$ cat src/rtl/uart_rx_param_if.sv
//==============================================================================
// Module   : uart_rx_param_if
// Purpose  : Receive-word read port (show-ahead valid/ready) of uart_rx_param
// Revision : 1.0
//==============================================================================
`default_nettype none
`timescale 1ns/1ps

interface uart_rx_param_if #(
    parameter int DATA_BITS = 8
);
    logic [DATA_BITS-1:0] data_out;
    logic                 rx_valid;
    logic                 rx_ready;
    logic                 parity_err;

    modport master (output data_out, output rx_valid, output parity_err, input rx_ready);
    modport slave  (input data_out, input rx_valid, input parity_err, output rx_ready);
endinterface

`default_nettype wire

$ cat src/rtl/uart_rx_param.sv
//==============================================================================
// Module   : uart_rx_param
// Purpose  : Parametrised UART receiver, 3-sample voting, show-ahead RX FIFO
// Revision : 1.0
//==============================================================================
`default_nettype none
`timescale 1ns/1ps

module uart_rx_param #(
    parameter int CLK_FREQ_HZ = 100_000_000,
    parameter int BAUD        = 115200,
    parameter int OVERSAMPLE  = 16,
    parameter int DATA_BITS   = 8,
    parameter int STOP_BITS   = 2,
    parameter int PARITY      = 0,
    parameter int FIFO_DEPTH  = 4
) (
    input  wire logic       clk,
    input  wire logic       rst_n,
    input  wire logic       data_in,
    uart_rx_param_if.master rx,
    output logic            frame_err,
    output logic            overrun_err
);

    localparam int c_DIV   = (CLK_FREQ_HZ + (BAUD * OVERSAMPLE) / 2) / (BAUD * OVERSAMPLE);
    localparam int c_DIV_W = $clog2(c_DIV + 1);
    localparam int c_S_W   = $clog2(OVERSAMPLE);
    localparam int c_B_W   = $clog2(DATA_BITS + 1);
    localparam int c_P_W   = $clog2(FIFO_DEPTH);
    localparam int c_C_W   = c_P_W + 1;
    localparam int c_W     = DATA_BITS + 1;

    localparam logic [2:0] c_IDLE  = 3'd0;
    localparam logic [2:0] c_START = 3'd1;
    localparam logic [2:0] c_DATA  = 3'd2;
    localparam logic [2:0] c_PAR   = 3'd3;
    localparam logic [2:0] c_STOP  = 3'd4;
    localparam logic [2:0] c_BREAK = 3'd5;

    logic [1:0]           r_sync;
    logic                 r_line_d;
    logic [c_DIV_W-1:0]   r_div_cnt;
    logic [c_S_W-1:0]     r_s_cnt;
    logic [1:0]           r_samp;
    logic [c_B_W-1:0]     r_bit_cnt;
    logic [DATA_BITS-1:0] r_shift;
    logic                 r_par_err;
    logic [2:0]           r_state;
    logic [2:0]           w_next_state;
    logic [c_W-1:0]       r_mem [FIFO_DEPTH];
    logic [c_P_W-1:0]     r_wr_ptr;
    logic [c_P_W-1:0]     r_rd_ptr;
    logic [c_C_W-1:0]     r_count;
    logic                 r_frame_err;
    logic                 r_overrun;

    logic w_line, w_fall, w_tick, w_dec, w_vote, w_par_bad;
    logic w_restart, w_bit_step, w_shift, w_par_cap, w_frame, w_push;
    logic w_full, w_pop, w_wr_en;
    logic [c_W-1:0] w_head;

    // Sampled-line register resets high so a start needs a genuine 1->0 edge
    always_ff @(posedge clk or negedge rst_n) begin
        if (!rst_n) begin
            r_sync   <= 2'b11;
            r_line_d <= 1'b1;
        end else begin
            r_sync   <= {r_sync[0], data_in};
            r_line_d <= r_sync[1];
        end
    end

    assign w_line = r_sync[1];
    assign w_fall = r_line_d & ~w_line;
    assign w_tick = (r_div_cnt == c_DIV_W'(c_DIV - 1));
    assign w_dec  = w_tick && (r_s_cnt == c_S_W'(OVERSAMPLE / 2 + 1));
    assign w_vote = (r_samp[0] & r_samp[1]) | (r_samp[0] & w_line) | (r_samp[1] & w_line);

    always_ff @(posedge clk or negedge rst_n) begin
        if (!rst_n)
            r_div_cnt <= '0;
        else if (w_restart || w_tick)
            r_div_cnt <= '0;
        else
            r_div_cnt <= r_div_cnt + 1'b1;
    end

    generate
        if (PARITY != 0) begin : g_parity
            // Odd mode wants an odd total of ones over data plus parity bit
            assign w_par_bad = (^r_shift) ^ w_vote ^ (PARITY == 1);
        end else begin : g_no_parity
            assign w_par_bad = 1'b0;
        end
    endgenerate

    always_ff @(posedge clk or negedge rst_n) begin
        if (!rst_n) begin
            r_state <= c_IDLE;
        end else begin
            r_state <= w_next_state;
        end
    end

    always_comb begin
        w_next_state = r_state;
        case (r_state)
            c_IDLE:  if (w_fall) w_next_state = c_START;
            c_START: if (w_dec) w_next_state = w_vote ? c_IDLE : c_DATA;
            c_DATA:  if (w_dec && (r_bit_cnt == c_B_W'(DATA_BITS - 1)))
                         w_next_state = (PARITY != 0) ? c_PAR : c_STOP;
            c_PAR:   if (w_dec) w_next_state = c_STOP;
            c_STOP:  if (w_dec) begin
                         if (!w_vote)
                             w_next_state = c_BREAK;
                         else if (r_bit_cnt == c_B_W'(STOP_BITS - 1))
                             w_next_state = c_IDLE;
                     end
            c_BREAK: if (w_line) w_next_state = c_IDLE;
            default: w_next_state = c_IDLE;
        endcase
    end

    always_comb begin
        w_restart  = 1'b0;
        w_bit_step = 1'b0;
        w_shift    = 1'b0;
        w_par_cap  = 1'b0;
        w_frame    = 1'b0;
        w_push     = 1'b0;
        case (r_state)
            c_IDLE:  w_restart = w_fall;
            c_START: w_bit_step = w_dec;
            c_DATA: begin
                w_bit_step = w_dec;
                w_shift    = w_dec;
            end
            c_PAR: begin
                w_bit_step = w_dec;
                w_par_cap  = w_dec;
            end
            c_STOP: begin
                w_bit_step = w_dec;
                w_frame    = w_dec & ~w_vote;
                w_push     = w_dec & w_vote & (r_bit_cnt == c_B_W'(STOP_BITS - 1));
            end
            default: ;
        endcase
    end

    always_ff @(posedge clk or negedge rst_n) begin
        if (!rst_n) begin
            r_s_cnt   <= '0;
            r_samp    <= 2'b11;
            r_bit_cnt <= '0;
            r_shift   <= '0;
            r_par_err <= 1'b0;
        end else if (w_restart) begin
            r_s_cnt   <= '0;
            r_bit_cnt <= '0;
            r_par_err <= 1'b0;
        end else begin
            if (w_tick) begin
                r_s_cnt <= (r_s_cnt == c_S_W'(OVERSAMPLE - 1)) ? '0 : r_s_cnt + 1'b1;
                if (r_s_cnt == c_S_W'(OVERSAMPLE / 2 - 1)) r_samp[0] <= w_line;
                if (r_s_cnt == c_S_W'(OVERSAMPLE / 2))     r_samp[1] <= w_line;
            end
            // Bit counter restarts whenever the FSM moves to a new field
            if (w_bit_step)
                r_bit_cnt <= (w_next_state != r_state) ? '0 : r_bit_cnt + 1'b1;
            if (w_shift)
                r_shift <= {w_vote, r_shift[DATA_BITS-1:1]};
            if (w_par_cap)
                r_par_err <= w_par_bad;
        end
    end

    assign w_full  = (r_count == c_C_W'(FIFO_DEPTH));
    assign w_pop   = (r_count != '0) && rx.rx_ready;
    assign w_wr_en = w_push && (!w_full || w_pop);

    always_ff @(posedge clk) begin
        if (w_wr_en)
            r_mem[r_wr_ptr] <= {r_par_err, r_shift};
    end

    always_ff @(posedge clk or negedge rst_n) begin
        if (!rst_n) begin
            r_wr_ptr    <= '0;
            r_rd_ptr    <= '0;
            r_count     <= '0;
            r_frame_err <= 1'b0;
            r_overrun   <= 1'b0;
        end else begin
            if (w_wr_en) r_wr_ptr <= r_wr_ptr + 1'b1;
            if (w_pop)   r_rd_ptr <= r_rd_ptr + 1'b1;
            case ({w_wr_en, w_pop})
                2'b10:   r_count <= r_count + 1'b1;
                2'b01:   r_count <= r_count - 1'b1;
                default: r_count <= r_count;
            endcase
            r_frame_err <= w_frame;
            r_overrun   <= w_push && !w_wr_en;
        end
    end

    // Head is masked while empty so the port reads zero out of reset
    assign w_head        = r_mem[r_rd_ptr];
    assign rx.rx_valid   = (r_count != '0);
    assign rx.data_out   = rx.rx_valid ? w_head[DATA_BITS-1:0] : '0;
    assign rx.parity_err = rx.rx_valid & w_head[DATA_BITS];
    assign frame_err     = r_frame_err;
    assign overrun_err   = r_overrun;

endmodule

`default_nettype wire

$ cat src/flat_wrapper.sv
// flat-port wrapper written by rule: the top's interface ports become plain ports
module uart_rx_param_flat 
#(
    parameter int CLK_FREQ_HZ = 100_000_000,
    parameter int BAUD        = 115200,
    parameter int OVERSAMPLE  = 16,
    parameter int DATA_BITS   = 8,
    parameter int STOP_BITS   = 2,
    parameter int PARITY      = 0,
    parameter int FIFO_DEPTH  = 4
)
  (clk, rst_n, data_in, frame_err, overrun_err, rx_data_out, rx_rx_valid, rx_parity_err, rx_rx_ready);
  uart_rx_param_if #(.DATA_BITS(DATA_BITS)) rx_i ();
  input  wire logic clk;
  input  wire logic rst_n;
  input  wire logic data_in;
  output logic frame_err;
  output logic overrun_err;
  output wire logic [$bits(rx_i.data_out)-1:0] rx_data_out;
  output wire logic [$bits(rx_i.rx_valid)-1:0] rx_rx_valid;
  output wire logic [$bits(rx_i.parity_err)-1:0] rx_parity_err;
  input wire logic [$bits(rx_i.rx_ready)-1:0] rx_rx_ready;
  assign rx_data_out = rx_i.data_out;
  assign rx_rx_valid = rx_i.rx_valid;
  assign rx_parity_err = rx_i.parity_err;
  assign rx_i.rx_ready = rx_rx_ready;
  uart_rx_param #(.CLK_FREQ_HZ(CLK_FREQ_HZ), .BAUD(BAUD), .OVERSAMPLE(OVERSAMPLE), .DATA_BITS(DATA_BITS), .STOP_BITS(STOP_BITS), .PARITY(PARITY), .FIFO_DEPTH(FIFO_DEPTH)) u_core (.clk(clk), .rst_n(rst_n), .data_in(data_in), .rx(rx_i), .frame_err(frame_err), .overrun_err(overrun_err));
endmodule
$ cat config.mk
export PLATFORM = sky130hd
export DESIGN_NAME = uart_rx_param_flat
export DESIGN_NICKNAME = d
export VERILOG_FILES = /design/src/rtl/uart_rx_param_if.sv /design/src/rtl/uart_rx_param.sv /design/src/flat_wrapper.sv
export SDC_FILE = /design/constraint.sdc
export NUM_CORES = 1
export LEC_CHECK = 0
export CORE_MARGIN = 5
export CORE_UTILIZATION = 64
export CTS_CLUSTER_DIAMETER = 200
export DETAILED_ROUTE_END_ITERATION = 6
export PLACE_DENSITY_LB_ADDON = 0.12
export SYNTH_ARGS = -nofsm -noshare
export SYNTH_HDL_FRONTEND = slang
export SYNTH_SLANG_ARGS = --single-unit
$ cat constraint.sdc
create_clock -name clk -period 3.78 [get_ports clk]
set_input_delay 1.134 -clock clk [delete_from_list [all_inputs] [get_ports clk]]
set_output_delay 1.134 -clock clk [all_outputs]
set_load 0.03 [all_outputs]
# Word level (Yosys, flattened, before mapping)
# Memory sizes are Yosys's and may differ from the RTL's.
# Index checks and enable logic that the tools add are counted.
[word_totals] mem_bits_rw=36 reg_bits=40 output_inout_bits=12 memories=1 inputBits=4
[memory_table] name="u_core.r_mem" words=4 word_bits=9 read_ports=1 rd_ports_with_merged_regs=0 write_ports=1 line_no="uart_rx_param.sv:51" source="logic [c_W-1:0] r_mem [FIFO_DEPTH];"
[classes] eq_ne=16 bitwise_logic=13 n_mux=29 n_reduce_logical=19 addsub=7
[ops] cell="two-way mux 3 bit" count=8
[ops] cell="two-way mux 4 bit" count=6
[ops] cell="one-hot mux 3 bit (6 select lines)" count=1
[ops] cell="equality test 4 bit, second input constant" count=3
[ops] cell="two-way mux 1 bit" count=10
[ops] cell="equality test 3 bit, second input constant" count=3
[ops] cell="adder 4 x 1 -> 4 bit, second input constant" count=2
[ops] cell="AND 1 bit" count=8
[ops] cell="equality test 4 x 3 -> 1 bit, second input constant" count=2
[ops] cell="two-way mux 8 bit" count=1
[ops] cell="nonzero test 2 bit" count=4
[ops] cell="adder 6 x 1 -> 6 bit, second input constant" count=1
[ops] cell="equality test 3 x 2 -> 1 bit, second input constant" count=2
[ops] cell="equality test 6 bit, second input constant" count=1
[ops] cell="two-way mux 6 bit" count=1
[ops] cell="one-hot mux 3 bit (2 select lines)" count=1
[ops] cell="AND reduction 3 bit" count=2
[ops] cell="logical AND 1 bit" count=5
[ops] cell="adder 2 x 1 -> 2 bit, second input constant" count=2
[ops] cell="equality test 4 x 1 -> 1 bit, second input constant" count=1
[ops] cell="OR reduction 4 bit" count=1
[ops] cell="adder 3 x 1 -> 3 bit, second input constant" count=1
[ops] cell="equality test 3 x 1 -> 1 bit, second input constant" count=1
[ops] cell="zero test 3 bit" count=1
[ops] cell="other kinds (11)" count=16

# Longest topological paths before layout
[logic_depth] depth_word=10 depth_mapped=11

# Worst setup path before layout
# Ideal clock, no wire load.
[synth_path] kind="register -> output" startpoint="register u_core.r_count[0]" endpoint="output rx_data_out[0]" arrival_time_ps=1401 slack_ps=1245 n_path_buf=1 stages_incl_launch_ff=4 required_time_ps=2646 cell_sequence="dfrtp_1 > or3_1 > clkbuf_1 > and2_1"
[synth_between] elab_chain_len=2
[synth_lines] element="start: declaration" line_no="uart_rx_param.sv:54" source="logic [c_C_W-1:0] r_count;"
[synth_lines] element="start signal: assignment" line_no="uart_rx_param.sv:199" source="2'b10: r_count <= r_count + 1'b1;"
[synth_lines] element="start signal: assignment" line_no="uart_rx_param.sv:200" source="2'b01: r_count <= r_count - 1'b1;"
[synth_lines] element="start signal: assignment" line_no="uart_rx_param.sv:201" source="default: r_count <= r_count;"
[synth_lines] element="nonzero test 3 bit" line_no="uart_rx_param.sv:210" source="assign rx.rx_valid = (r_count != '0);"
[synth_lines] element="named net rx_rx_valid" line_no="flat_wrapper.sv:20" source="output wire logic [$bits(rx_i.rx_valid)-1:0] rx_rx_valid;"
[synth_lines] element="two-way mux 8 bit" line_no="uart_rx_param.sv:211" source="assign rx.data_out = rx.rx_valid ? w_head[DATA_BITS-1:0] : '0;"
[synth_lines] element="end: declaration" line_no="flat_wrapper.sv:19" source="output wire logic [$bits(rx_i.data_out)-1:0] rx_data_out;"
# The timed path passes the listed nets, and every way through them passes these cells.

# Worst setup path in the final report
[layout_path] startpoint="register u_core.r_rd_ptr[0]" endpoint="output rx_data_out[4]"
[layout_between] elab_chain_len=2
[layout_lines] element="start: declaration" line_no="uart_rx_param.sv:53" source="logic [c_P_W-1:0] r_rd_ptr;"
[layout_lines] element="start signal: assignment" line_no="uart_rx_param.sv:197" source="if (w_pop) r_rd_ptr <= r_rd_ptr + 1'b1;"
[layout_lines] element="memory read (4 x 9 bit)"
[layout_lines] element="two-way mux 8 bit" line_no="uart_rx_param.sv:211"
# No other way between the ends.

==> results <==
- The worst hold path was traced through 0 stages.
- Yosys mapped a number of flops with a built-in enable equal to 32.
- The horizontal die dimension is around 80 um.
- Using the TritonRoute via totals, the vias-per-cell ratio works out to roughly 5.5.
- The max-slew headroom at the worst pin is around 45%.
- The total CTS buffers is 9.
- The worst reg2reg path endpoint is u_core.r_count[1]$_DFFE_PN0P_.
- The count of placed standard cells in the final layout, fillers left out is ~350.
- After routing, the total negative slack on setup checks comes to 0 ps.
- The number of iterations in the first detailed-routing pass is 4.
- After detailed routing, the number of remaining DRC violations is 0.
- Once detailed placement completed, the half-perimeter wirelength came to 3490 um.
- The min-delay analysis places its worst path in the category register to register.
- Sorting the synthesized cells by how often they occur yields dfrtp_1, edfxtp_1, nor2_1.
- Setup violations remaining at the end of the flow were counted as 0.
- TritonCTS built the clock tree.
- In this run the biggest area consumer among cell types represents between 20 and 30% of the synthesized area.
- The post-synthesis sequential element count is 71.
- The number of antenna repair diodes is 0.
- The area of the die is approximately 6600 um^2.
- The worst hold slack after final layout is ~360 ps.
- In this run the critical register-to-register path is launched from u_core.r_state[2]$_DFF_PN0_.
- The clock skew after layout is roughly 10 ps.
- The ratio of total power to cell area is 529 nW/um^2.
- The combinational share of power is 15.6%.
- The number of top-level pins is 16.
- Cells with a size suffix above 1 make up 16.3% of the layout.
- The starting density of the core is about 65%.
- Global routing consumed, over all layers together, 18.8% of the routing resources.
- The sort of element at the start of the critical path is a register.
- The synthesized area per cell is 12.8 um^2.
- In the finished design, the share of the clock period the worst path needs comes to between 90% and 100%.
- The via count of the first global-routing pass was 1,893.
- The post-CTS setup repair buffer count is 0.
- The total via count in the routed design is between 1,500 and 2,000.
- Setup repair after global routing left no endpoint under its margin.
- The clock passes through at most 2 buffers.
- In this run the vertical extent of the chip is around 82 um.
- The worst path required time is 2650 ps.
- Dividing the detail-routed wire length by the instance count gives 15.1 um.
- The worst path needs ~3500 ps of the cycle, external delays included.
- The total overflow left after global routing is 0.
- In this run the worst path has a maximum fanout of 10.
- The proportion of register bits with asynchronous set or reset after synthesis is about 55%.
- The number of unique standard cell types used by synthesis is 50.
- The register-to-register setup slack is between 1000 and 1500 ps.
- Sequential cells were found to cover 59.3% of the synthesized design area.
- The sequential group share of total power is roughly half.
- The insertion delay to the later sink of the worst-skew pair is around 340 ps.
- The maximum number of pins on one net before global-route repair is 40.
- In this run, post-CTS hold repair placed 0 buffers.
- In this run the static leakage power is ~1.5 nW.
- The number of antenna violations at the first check in global routing is 0.
- The commonest register cell after synthesis is dfrtp_1.
- The total placed cells including tap cells is 330.
- The wire length of the first global-routing pass is between 9000 and 10,000 um.
- The power spent charging and discharging nets is between 0.5 and 0.6 mW.
- The worst register-to-register path has a depth of 7.
- The congestion estimate from routability-driven global placement came to between 0.8 and 0.9.
- Clock-pin slew was measured on the worst setup and hold paths at ~70 ps.
- The violation count after the first detailed-routing iteration is about 140.
- The max-cap violation count is 0.
- In this run, post-CTS repair resized a total of 0 instances.
- The cell-internal power is between 1 and 1.5 mW.
- The run finished with clean final reports.
- The max-slew violation count is 0.
- The number of nets handed over by synthesis was between 200 and 300.
- The area of the core is just over 5000 um^2.
- CTS built an H-tree with a depth of 3.
- The cell count after synthesis came out at about 260.
- The final-stage net count is 287.
- In this run the clock root is driven by a clkbuf_8.
- The area growth from synthesis to layout is 12.4%.
- In this run switching power makes up approximately 28% of total power.
- The transition at the pin with the smallest max-transition slack is approximately 830 ps.
- The most common cell in the synthesized netlist is dfrtp_1.
- The netlist area before placement is 3270 um^2.
- The worst-case hold path end point is u_core.r_sync[1]$_DFF_PN1_.
- The worst setup path is of the register to primary output kind.
- The remaining antenna violation count is 0.
- The synthesized design spends more area on one cell type than any other, namely edfxtp_1.
- The worst hold path begins at u_core.r_sync[0]$_DFF_PN1_.
- The power share of the clock group is about a third.
- The tree built by TritonCTS fans out to slightly above 70 sinks.
- VDD sags by at most approximately 0.44 mV.
- The endpoint class of the critical path is a primary output.
- The worst endpoint data arrival time is 2370 ps.
- The total wire length is between 5000 and 6000 um.
- In this run the worst setup path begins at u_core.r_rd_ptr[0]$_DFFE_PN0P_.
- The floorplan has 26 rows.
- The count of input and output buffers is 14.
- The hold violation count in the final report came to 0.
- For this run, the top clock speed supported by timing is 286 MHz.
- Sorting the synthesized cells by area gives the leading types as edfxtp_1, dfrtp_1, mux4_2.
- The Yosys step of the flow raised 0 warnings.
state kept, by name, summed over array words and instances, names as in the netlist, 2 cells and up:
name and flops:
u_core.r_rd_ptr 2, u_core.r_bit_cnt 4, u_core.r_s_cnt 4, u_core.r_shift 8, u_core.r_state 3, u_core.r_div_cnt 6
u_core.r_sync 2, u_core.r_samp 2, u_core.r_mem 32, u_core.r_wr_ptr 2, u_core.r_count 3
cells by family after synthesis:
| logic type | after synthesis | share of synthesized area [%] |
|---|---|---|
| AOI/OAI and AO/OA | 31 | 5.92 |
| DFF | 71 | 59.3 |
| xor gates and xnor gates | 10 | 2.67 |
| and+or+nand+nor | 88 | 14.6 |
| buffers and inverters | 22 | 2.94 |
| other | 1 | 0.115 |
| adders and majority gates | 13 | 5.16 |
| muxes | 19 | 9.25 |
stage by stage:
stage | total power, mW | util, % | cell area, um^2 | setup slack [ps]
2_1_floorplan | 1.22 | - | 3270 | 1250
3_3_place_gp | 1.29 | 68.6 | 3460 | 640
3_5_place_dp | 1.30 | 68.6 | 3460 | 614
4_1_cts | 1.97 | 73.0 | 3680 | 237
5_1_grt | 2.06 | 73.0 | 3680 | 141
6_report | 1.95 | 73.0 | 3680 | 281
critical path: stages (launching register included):
cell	delay, ps
dfrtp_1	710
mux4_2	570
and2_1	160
clkdlybuf4s50_1	580
metal layers:
layer / part of all wire [%] / vias up / GRT usage [%]
met5: 0 / - / 0
met4: 1.8 / 0 / 8.61
met3: 3.3 / 9 / 4.61
met2: 50 / 27 / 30.5
met1: 45 / 913 / 23.9
li1: - / 954 / -
power by group through the flow:
stage	Clock (mW)	Sequential [mW]	Combinational, mW
after global routing	0.718	0.994	0.348
final	0.661	0.981	0.303
after detailed placement	0	0.995	0.305
after floorplan	0	0.929	0.290
after global placement	0	0.994	0.298
after CTS	0.678	0.981	0.308
how the worst max path moves through the flow:
stage,to,slack (ps),depth (start not counted)
6_report,rx_data_out[4],280,3
4_1_cts,rx_data_out[4],240,3
2_1_floorplan,rx_data_out[0],1250,3
3_3_place_gp,rx_data_out[1],640,3
3_5_place_dp,rx_data_out[4],610,3
5_1_grt,rx_data_out[4],140,3
placed cells by master (no fill, tap or decap), drive strengths merged, types with 2 or more instances in the layout:
master         count
buf                3
nand3             13
nor3               3
nand3b             3
dfstp              5
a21oi              9
o211ai             2
or2                3
edfxtp            32
mux4               8
nand4b             3
clkdlybuf4s50     13
clkinv             3
xnor2              6
nor3b              3
o21ai             11
xor2               4
ha                11
bufinv             2
clkbuf            11
and2              12
or3                2
mux2              10
inv               11
dfrtp             34
a2bb2oi            2
nand2             15
nand4              2
and3               4
nor2              18
area by class of cell:
cell class / count / area, um^2
Clock buffer: 11 / 141
Clock inverter: 5 / 81.3
Fill cell: 336 / 1360
Inverter: 11 / 41.3
Multi-Input combinational cell: 162 / 1230
Sequential cell: 71 / 1940
Tap cell: 70 / 87.6
Timing Repair Buffer: 16 / 150
Note: power is estimated with default switching activity, not from simulation.
